**config.mk**
```make
export PLATFORM = sky130hd
export DESIGN_NAME = cv32e40p_sleep_ctrl
export DESIGN_NICKNAME = d
export VERILOG_FILES = /design/src/rtl/cv32e40p_sleep_ctrl.sv
export SDC_FILE = /design/constraint.sdc
export NUM_CORES = 1
export LEC_CHECK = 0
export BUFFER_PORTS_ARGS = -buffer_cell sky130_fd_sc_hd__buf_4
export CORE_ASPECT_RATIO = 0.7
export CORE_UTILIZATION = 55
export CTS_BUF_LIST = sky130_fd_sc_hd__clkbuf_2 sky130_fd_sc_hd__clkbuf_4 sky130_fd_sc_hd__clkbuf_8
export DETAILED_ROUTE_END_ITERATION = 8
export MAX_ROUTING_LAYER = met4
export PLACE_DENSITY = 0.76
export SLEW_MARGIN = 15
export SYNTH_ARGS = -nofsm -noshare
export SYNTH_HDL_FRONTEND = slang
export SYNTH_SLANG_ARGS = --single-unit
```
**constraint.sdc**
```tcl
create_clock -name clk_i -period 2.7 [get_ports clk_i]
set_clock_uncertainty 0.15 [all_clocks]
set_input_delay 0.27 -clock clk_i [delete_from_list [all_inputs] [get_ports clk_i]]
set_output_delay 0.27 -clock clk_i [all_outputs]
set_load 0.01 [all_outputs]
```
**src/rtl/cv32e40p_sleep_ctrl.sv**
```systemverilog
// Sleep controller for the core clock gate.
// Drains the core after a WFI request, gates the clock once the core has been
// idle long enough, and runs a short wake sequence before handing control back.
module cv32e40p_sleep_ctrl #(
  parameter int unsigned HYST_CYCLES = 4,
  parameter int unsigned WAKE_CYCLES = 2
) (
  input  logic        clk_i,
  input  logic        rst_ni,
  input  logic        sleep_req_i,
  input  logic        core_busy_i,
  input  logic        wake_i,
  output logic        clk_en_o,
  output logic        core_sleep_o,
  output logic        wake_ack_o,
  output logic [15:0] sleep_cycles_o
);

  // GATED is the only encoding with bit 2 set.
  // The clock enable and sleep flag are each a single flop bit, so they cannot glitch.
  typedef enum logic [2:0] {
    ST_RUN   = 3'b000,
    ST_DRAIN = 3'b001,
    ST_WAKE  = 3'b010,
    ST_GATED = 3'b100
  } state_t;

  localparam logic [7:0] HYST_LAST = 8'(HYST_CYCLES - 1);
  localparam logic [7:0] WAKE_LAST = 8'(WAKE_CYCLES - 1);

  state_t      r_state;
  state_t      w_stateNext;
  logic [7:0]  r_idleCnt;
  logic [7:0]  w_idleCntNext;
  logic [7:0]  r_wakeCnt;
  logic [7:0]  w_wakeCntNext;
  logic [15:0] r_sleepCycles;
  logic [15:0] w_sleepCyclesNext;

  // Next-state and counter update logic; every target is given a hold default first.
  always_comb begin
    w_stateNext       = r_state;
    w_idleCntNext     = r_idleCnt;
    w_wakeCntNext     = r_wakeCnt;
    w_sleepCyclesNext = r_sleepCycles;
    unique case (r_state)
      ST_RUN: begin
        w_idleCntNext = 8'd0;
        w_wakeCntNext = 8'd0;
        if (sleep_req_i && !wake_i) begin
          w_stateNext = ST_DRAIN;
        end
      end
      ST_DRAIN: begin
        if (wake_i || !sleep_req_i) begin
          w_stateNext   = ST_RUN;
          w_idleCntNext = 8'd0;
        end else if (!core_busy_i && (r_idleCnt == HYST_LAST)) begin
          w_stateNext       = ST_GATED;
          w_idleCntNext     = 8'd0;
          w_sleepCyclesNext = 16'd0;
        end else if (core_busy_i) begin
          w_idleCntNext = 8'd0;
        end else begin
          w_idleCntNext = r_idleCnt + 8'd1;
        end
      end
      ST_GATED: begin
        if (r_sleepCycles != 16'hFFFF) begin
          w_sleepCyclesNext = r_sleepCycles + 16'd1;
        end
        if (wake_i) begin
          w_stateNext   = ST_WAKE;
          w_wakeCntNext = 8'd0;
        end
      end
      ST_WAKE: begin
        if (r_wakeCnt == WAKE_LAST) begin
          w_stateNext   = ST_RUN;
          w_wakeCntNext = 8'd0;
        end else begin
          w_wakeCntNext = r_wakeCnt + 8'd1;
        end
      end
      default: begin
        w_stateNext   = ST_RUN;
        w_idleCntNext = 8'd0;
        w_wakeCntNext = 8'd0;
      end
    endcase
  end

  // State and counter registers with synchronous active-low reset.
  always_ff @(posedge clk_i) begin
    if (!rst_ni) begin
      r_state       <= ST_RUN;
      r_idleCnt     <= 8'd0;
      r_wakeCnt     <= 8'd0;
      r_sleepCycles <= 16'd0;
    end else begin
      r_state       <= w_stateNext;
      r_idleCnt     <= w_idleCntNext;
      r_wakeCnt     <= w_wakeCntNext;
      r_sleepCycles <= w_sleepCyclesNext;
    end
  end

  assign clk_en_o       = ~r_state[2];
  assign core_sleep_o   = r_state[2];
  assign wake_ack_o     = (r_state == ST_WAKE) && (r_wakeCnt == WAKE_LAST);
  assign sleep_cycles_o = r_sleepCycles;

endmodule
```
Yosys cells after proc, flatten, opt, wreduce, memory -nomap -nowiden
Index checks and enable logic that the tools add are counted.
{"block": "totals", "input_bits": 5, "out_inout_bits": 19, "reg_bits": 35}
{"block": "op_classes", "bitwise_logic": 2, "n_addsub": 3, "reduce_logical": 13, "muxes": 17, "n_eq_ne": 13}
{"op": "$mux 16", "n": 3}
{"op": "$mux 8", "n": 5}
{"op": "$pmux 16 s2", "n": 1}
{"op": "$pmux 8 s3", "n": 1}
{"op": "$add 16x1->16 const B", "n": 1}
{"op": "$add 8x1->8 const B", "n": 2}
{"op": "$ne 16x16->1 const B", "n": 1}
{"op": "$pmux 8 s2", "n": 1}
{"op": "$mux 3", "n": 5}
{"op": "$ne 2x2->1 const B", "n": 6}
{"op": "$pmux 3 s4", "n": 1}
{"op": "$eq 8x1->1 const B", "n": 1}
{"op": "$eq 8x2->1 const B", "n": 1}
{"op": "$reduce_and 4->1", "n": 2}
{"op": "$eq 3x1->1 const B", "n": 1}
{"op": "$eq 3x2->1 const B", "n": 1}
{"op": "$eq 3x3->1 const B", "n": 1}
{"op": "$logic_and 1x1->1", "n": 3}
{"op": "$logic_not 1->1", "n": 3}
{"op": "$logic_not 3->1", "n": 1}
{"op": "$ne 3x3->1 const B", "n": 1}
{"op": "$not 1->1", "n": 2}
{"op": "$reduce_and 2->1", "n": 1}
{"op": "$reduce_bool 2->1", "n": 1}
{"op": "other kinds (2)", "n": 2}

Depth between registers and ports, before layout
Gate-level depths: netlist (run 1).
{"block": "depth", "ltp_word": 5, "depth_mapped": 7}

Worst setup path after synthesis (run 1)
Ideal clock, no wire load.
{"block": "synth_path", "path_kind": "register to register", "startpoint": "register r_sleepCycles[0] (netlist: sleep_cycles_o[0])", "endpoint": "register r_sleepCycles[14] (netlist: sleep_cycles_o[14])", "path_stages_with_launch": 6, "arrival_time_ps": 1790, "setup_slack_ps": 678, "n_path_buf": 0, "period_less_slack_ps": 2022, "cell_sequence": "dfxtp_1 -> ha_1 -> nand3_2 -> or4_1 -> or4_1 -> o221ai_1"}
{"block": "synth_between", "elab_chain_cells": 3, "word_cells_on_any_way": 6}
{"element": "from (decl)", "line_no": "37", "text": "logic [15:0] r_sleepCycles;"}
{"element": "from (signal assigned)", "line_no": "104", "text": "r_sleepCycles <= w_sleepCyclesNext;"}
{"element": "$add 16x1->16 or $ne 16x16->1 (tied branches)", "line_no": "70, 69"}
{"element": "$mux 16 or $ne 2x2->1 (tied branches)"}
{"element": "$pmux 16 s2 or $reduce_and 4->1 (tied branches)"}
Several ways; a longest one is shown, not always the timed one. The select of a mux whose other input is x is not followed.
A chain may end at the register's enable or synchronous reset.

Worst setup path in the final report (run 1)
Same ends and word-level chain as after synthesis.

==> impl_metrics.py, run 1 <==
metrics = {
    "synth": {
        "syn_area_sq_um": 1930,
        "synth_edf_count": 0,
        "avgSynthCellArea_sq_um": 8.48,
        "yosys_warnings": 0,
        "ys_seq_elements": 35,
        "synthCells": 227,
        "syn_nets": 237,
        "synthArstFlopShare": 0,
        "ys_seq_area_frac": 0.364,
        "synth_cell_types": 47,
        "yosys_most_used_dff": "dfxtp_1",
    },
    "worst_setup_path": {
        "path_common_cell": "or4_1",
        "critPathTopFamily": "simple AND/OR/NAND/NOR gates",
        "worstPathArrival_ns": 2.36,
        "start_kind": "flop",
        "worstSetupPathType": "reg2reg",
        "crit_chain": "ha_1 -> nand3_2 -> or4_1 -> or4_1 -> o221ai_1",
        "cp_num_buf_inv": 0,
        "critPathMaxStageDelay_ns": 0.56,
        "critPathMaxFanout": 13,
        "worst_setup_path_end_kind": "flop",
        "crit_required_ns": 2.75,
        "cp_slowest_cell": "or4_1",
    },
    "floorplan": {
        "die_w_um": 72.7,
        "core_sq_um": 3230,
        "fp.dieH_um": 51.5,
        "io_pins": 24,
        "dieArea_sq_um": 3750,
        "initial_utilization": 0.596,
        "placementRows": 17,
    },
    "pwr": {
        "power_density_nw_per_um2": 441,
        "combPwrFrac": 0.033,
        "intPower_mw": 0.774,
        "power_frac_clock": 0.435,
        "power.total_mw": 0.986,
        "swShare": 0.215,
        "p_leak_nw": 0.762,
        "peakVddDrop_mv": 0.311,
        "seqPwrFrac": 0.532,
        "p_sw_mw": 0.212,
    },
    "job": {
        "max_cap_violations": 0,
    },
    "place": {
        "dp_hpwl_um": 3270,
        "gp_congestion": 0.853,
        "io_buffers": 23,
    },
    "cts": {
        "clkSinkCount": 35,
        "htree_levels": 2,
        "cts_tree": "done",
        "hold_buffers": 0,
        "cts_buffers": 5,
        "cts_setup_buffers": 0,
        "cts-root-buf": "clkbuf_8",
        "clockBufferDepth": 2,
        "cts.clk_slew.worst_paths_ns": 0.07,
        "worstSkewPairLatency_ns": 0.28,
        "cts_resized": 0,
    },
    "run_status": {
        "status": "completed",
    },
    "grt": {
        "grt_pass1_wl_um": 7990,
        "antenna_found_initial": 0,
        "global_route.peak_usage_layer": "met2",
        "grtUsageTotal": 0.289,
        "grt_start_max_net_pins": 20,
        "use_met2": 0.438,
        "grt_overflow": 0,
        "met3_usage": 0.0736,
        "use_met1": 0.373,
        "first_global_vias": 1740,
    },
    "timing": {
        "max_freq_mhz": 434,
        "timing.hold.ws_ns": 0.117,
        "fin_crit_ns": 2.31,
        "tightest_slew_ns": 0.702,
        "rsz0062_at_grt": "false",
        "setup_viol": 0,
        "hold_viol": 0,
        "finalCritPeriodShare": 0.854,
        "relSlewSlack": 0.527,
        "fin_setup_tns_ns": 0,
        "final_max_slew_viol_count": 0,
    },
    "route": {
        "drt_first_pass_iters": 5,
        "wire_per_inst_um": 16.1,
        "drc_errors": 0,
        "drt_iter0_markers": 146,
        "vias": 1916,
        "ant_nets": 0,
        "viasPerCell": 6.43,
        "wirelength_um": 4790,
    },
    "final_layout": {
        "layout_commonest_cell": "dfxtp_1",
        "fin_nets": 260,
        "post_route_cells_drive_above_1_share": 0.175,
        "most-common-layout-cells": "35 x dfxtp_1, 27 x buf_4, 19 x o21ai_0",
        "area_growth_syn_to_layout_pct": 16.2,
        "final_util": 0.692,
        "n_antenna_cell": 0,
    },
    "worst_hold_path": {
        "min_path_type": "in2reg",
    },
}
power groups by stage:
stage          clock network [mW]  logic, mW  registers, mW
2_1_floorplan                   0     0.0229          0.532
3_3_place_gp                    0     0.0314          0.535
3_5_place_dp                    0     0.0323          0.536
4_1_cts                     0.427     0.0324          0.524
5_1_grt                     0.459     0.0369          0.524
6_report                    0.429     0.0329          0.524
Yosys cell counts (all sizes together) (2+ instances only):
| master | number | area [sq um] |
|---|---|---|
| or3 | 4 | 25.0 |
| nor4b | 2 | 23.8 |
| a211oi | 6 | 45.0 |
| o2111ai | 3 | 26.3 |
| nor2 | 15 | 56.3 |
| or4 | 6 | 45.0 |
| o31ai | 8 | 60.1 |
| nor4 | 8 | 71.3 |
| clkbuf | 6 | 22.5 |
| nand3 | 12 | 65.1 |
| buf | 5 | 31.3 |
| nand2b | 2 | 12.5 |
| nand4 | 5 | 52.6 |
| o211ai | 4 | 30.0 |
| a31oi | 7 | 43.8 |
| ha | 5 | 62.6 |
| and4 | 2 | 17.5 |
| o21a | 3 | 22.5 |
| nor3 | 8 | 40.0 |
| or3b | 4 | 35.0 |
| a21oi | 16 | 80.1 |
| nand2 | 14 | 52.6 |
| inv | 6 | 22.5 |
| xor2 | 7 | 61.3 |
| dfxtp | 35 | 701 |
| o21ai | 22 | 110 |
logic make-up (layout without fill, tap and decap cells):
group | after synthesis | count (layout) | synth area share
simple gates | 86 | 86 | 0.283
compound gates | 75 | 75 | 0.243
flops | 35 | 35 | 0.364
buf+inv | 18 | 42 | 0.0416
xor+xnor | 8 | 8 | 0.0364
fa+ha+maj | 5 | 5 | 0.0325
registers in the layout (all words and copies together), names as in the netlist:
register	cells
sleep_cycles_o	16
r_wakeCnt	8
r_state	3
r_idleCnt	8
path summary, 6_finish.rpt:
check / start / end / slack, ns / cells after the start
hold reg to reg: r_wakeCnt[7] / r_wakeCnt[7] / 0.34 / 2
hold / removal: wake_i / r_state[2] / 0.12 / 3
setup / recovery: sleep_cycles_o[0] / sleep_cycles_o[14] / 0.39 / 5
setup reg to reg: sleep_cycles_o[0] / sleep_cycles_o[14] / 0.39 / 5
per-layer routing:
metal / wire [um] / vias to the layer above
met3: 343 / 14
met4: 91 / 0
met2: 2170 / 103
met1: 2180 / 883
met5: 0 / -
li1: - / 916
per-stage QoR:
| step | setup WS (ns) | cells | cell area (sq um) |
|---|---|---|---|
| finish | 0.393 | 298 | 2240 |
| global route | 0.286 | 298 | 2240 |
| CTS | 0.421 | 298 | 2240 |
| detailed placement | 0.429 | 290 | 2130 |
| global placement | 0.550 | 290 | 2130 |
| floorplan | 0.678 | 227 | 1930 |
area by class of cell:
class / instances / area (sq um)
flip-flops and latches: 35 / 701
fillers: 262 / 996
multi-input cells: 174 / 1140
well taps: 47 / 58.8
inverters: 7 / 26.3
repair buffers: 27 / 203
clock buffers: 8 / 104
worst reg2reg max path: stages (launching register included):
cell and delay, ns:
dfxtp_1 0.45, ha_1 0.25, nand3_2 0.24, or4_1 0.57
or4_1 0.48, o221ai_1 0.09
Power figures use the tool's default switching activity.
==> run 2, diff against run 1 <==
--- a/config.mk
+++ b/config.mk
@@ -10,6 +10,7 @@
 export CORE_UTILIZATION = 55
 export CTS_BUF_LIST = sky130_fd_sc_hd__clkbuf_2 sky130_fd_sc_hd__clkbuf_4 sky130_fd_sc_hd__clkbuf_8
 export DETAILED_ROUTE_END_ITERATION = 8
+export HOLD_SLACK_MARGIN = 0.15
 export MAX_ROUTING_LAYER = met4
 export PLACE_DENSITY = 0.76
 export SLEW_MARGIN = 15
==> run 2 against run 1 <==
Core utilization grew 0.31 points. Cell area grew 0.45%. Total power is essentially flat. Sequential share of layout area shrank 0.14 points. Largest cell class unchanged. Register-to-register slack is essentially flat. Non-clock buffer count grew 1. Routed wire length grew 0.79%. Critical path depth is the same. Cell count grew 0.34%. Highest routed layer unchanged. Critical path type unchanged. Global-route usage grew 0.088 points. Worst hold slack gained 0.064 ns.
==> impl_metrics.py, run 2 (same netlist as run 1, synthesis figures left out) <==
metrics = {
    "timing": {
        "max_freq_mhz": 433,
        "fin_setup_tns_ns": 0,
        "hold_viol": 0,
        "relSlewSlack": 0.533,
        "rsz0062_at_grt": "false",
        "tightest_slew_ns": 0.693,
        "finalCritPeriodShare": 0.855,
        "fin_crit_ns": 2.31,
        "setup_viol": 0,
        "final_max_slew_viol_count": 0,
        "fin_ws_ns": 0.390,
        "timing.hold.ws_ns": 0.181,
    },
    "grt": {
        "grt_start_max_net_pins": 20,
        "use_met2": 0.439,
        "global_route.peak_usage_layer": "met2",
        "grtUsageTotal": 0.290,
        "antenna_found_initial": 0,
        "grt_overflow": 0,
        "first_global_vias": 1745,
        "met3_usage": 0.0736,
        "use_met1": 0.374,
        "grt_pass1_wl_um": 8020,
    },
    "floorplan": {
        "dieArea_sq_um": 3750,
        "core_sq_um": 3230,
        "die_w_um": 72.7,
        "fp.dieH_um": 51.5,
        "io_pins": 24,
        "initial_utilization": 0.596,
        "placementRows": 17,
    },
    "final_layout": {
        "fill_cells": 260,
        "post_route_cells_drive_above_1_share": 0.175,
        "layout_commonest_cell": "dfxtp_1",
        "final_util": 0.695,
        "most-common-layout-cells": "35 x dfxtp_1, 27 x buf_4, 19 x o21ai_0",
        "largest_reg_flops": 16,
        "stdcell_count": 299,
        "fin_nets": 261,
        "area_growth_syn_to_layout_pct": 16.7,
        "design_area_sq_um": 2250,
        "n_antenna_cell": 0,
    },
    "worst_setup_path": {
        "worstRegToRegCells": 5,
        "critPathTopFamily": "simple AND/OR/NAND/NOR gates",
        "critPathMaxFanout": 13,
        "worstPathArrival_ns": 2.36,
        "critPathMaxStageDelay_ns": 0.57,
        "worst_setup_path_end_kind": "flop",
        "rr_endpoint": "sleep_cycles_o[14]",
        "cp_slowest_cell": "or4_1",
        "crit_required_ns": 2.75,
        "worstSetupPathType": "reg2reg",
        "cp_num_buf_inv": 0,
        "r2r_setup_slack_ns": 0.39,
        "start_kind": "flop",
        "rr_startpoint": "sleep_cycles_o[0]",
        "crit_chain": "ha_1 -> nand3_2 -> or4_1 -> or4_1 -> o221ai_1",
        "path_common_cell": "or4_1",
    },
    "route": {
        "ant_nets": 0,
        "vias": 1918,
        "drt_first_pass_iters": 5,
        "wirelength_um": 4830,
        "drt_iter0_markers": 154,
        "drc_errors": 0,
        "wire_per_inst_um": 16.1,
        "viasPerCell": 6.41,
    },
    "cts": {
        "clkSinkCount": 35,
        "cts.clk_slew.worst_paths_ns": 0.07,
        "cts_buffers": 5,
        "cts_tree": "done",
        "htree_levels": 2,
        "clockBufferDepth": 2,
        "worstSkewPairLatency_ns": 0.28,
        "cts-root-buf": "clkbuf_8",
        "cts_setup_buffers": 0,
    },
    "place": {
        "dp_hpwl_um": 3270,
        "io_buffers": 23,
        "dpl_cell_area_sq_um": 2130,
        "gp_congestion": 0.853,
        "place_inst": 290,
        "dp_slack_ns": 0.429,
    },
    "worst_hold_path": {
        "min_to": "sleep_cycles_o[4]",
        "worstHoldStart": "rst_ni",
        "hold_depth": 3,
        "min_path_type": "in2reg",
    },
    "pwr": {
        "peakVddDrop_mv": 0.313,
        "p_leak_nw": 0.766,
        "power_density_nw_per_um2": 439,
        "power.total_mw": 0.986,
    },
    "run_status": {
        "status": "completed",
    },
    "job": {
        "max_cap_violations": 0,
    },
}
==> run 2: worst max-delay path by stage <==
stage	from	to	slack [ns]	cells after the start
2_1_floorplan	sleep_cycles_o[0]	sleep_cycles_o[14]	0.68	5
3_3_place_gp	sleep_cycles_o[0]	sleep_cycles_o[14]	0.55	5
4_1_cts	sleep_cycles_o[0]	sleep_cycles_o[14]	0.42	5
3_5_place_dp	sleep_cycles_o[0]	sleep_cycles_o[14]	0.43	5
5_1_grt	sleep_cycles_o[2]	sleep_cycles_o[15]	0.29	4
6_report	sleep_cycles_o[0]	sleep_cycles_o[14]	0.39	5
==> run 2: repair_timing <==
item / CTS / global route
hold buffers: 1 / 0
endpoints found under the hold margin: 1 / 0
gates resized for setup: 0 / 0
==> run 2: report_power, final <==
group	total [mW]	switching (mW)	internal, mW
sequential	0.524	0.00602	0.518
combinational	0.0342	0.0199	0.0143
clock	0.428	0.185	0.243
==> run 2: worst register-to-register path, delay by kind of cell (launching register included) <==
| kind | cells | cell delay [ns] |
|---|---|---|
| adders and majority gates | 1 | 0.25 |
| DFF | 1 | 0.45 |
| AOI/OAI and AO/OA | 1 | 0.09 |
| and+or+nand+nor | 3 | 1.30 |
==> run 2: final cells by class <==
class	instances	area (sq um)	area share
multi-input combinational	174	1140	0.509
sequential	35	701	0.312
timing repair buffer	28	213	0.0947
clock buffer	8	104	0.0462
tap	47	58.8	0.0262
inverter	7	26.3	0.0117
==> run 2: per-layer routing <==
metal,share of wire,routed length (um),up-vias
met2,0.46,2200,90
met1,0.47,2250,894
met4,0.016,75,0
li1,-,-,923
met5,0,0,-
met3,0.063,303,11
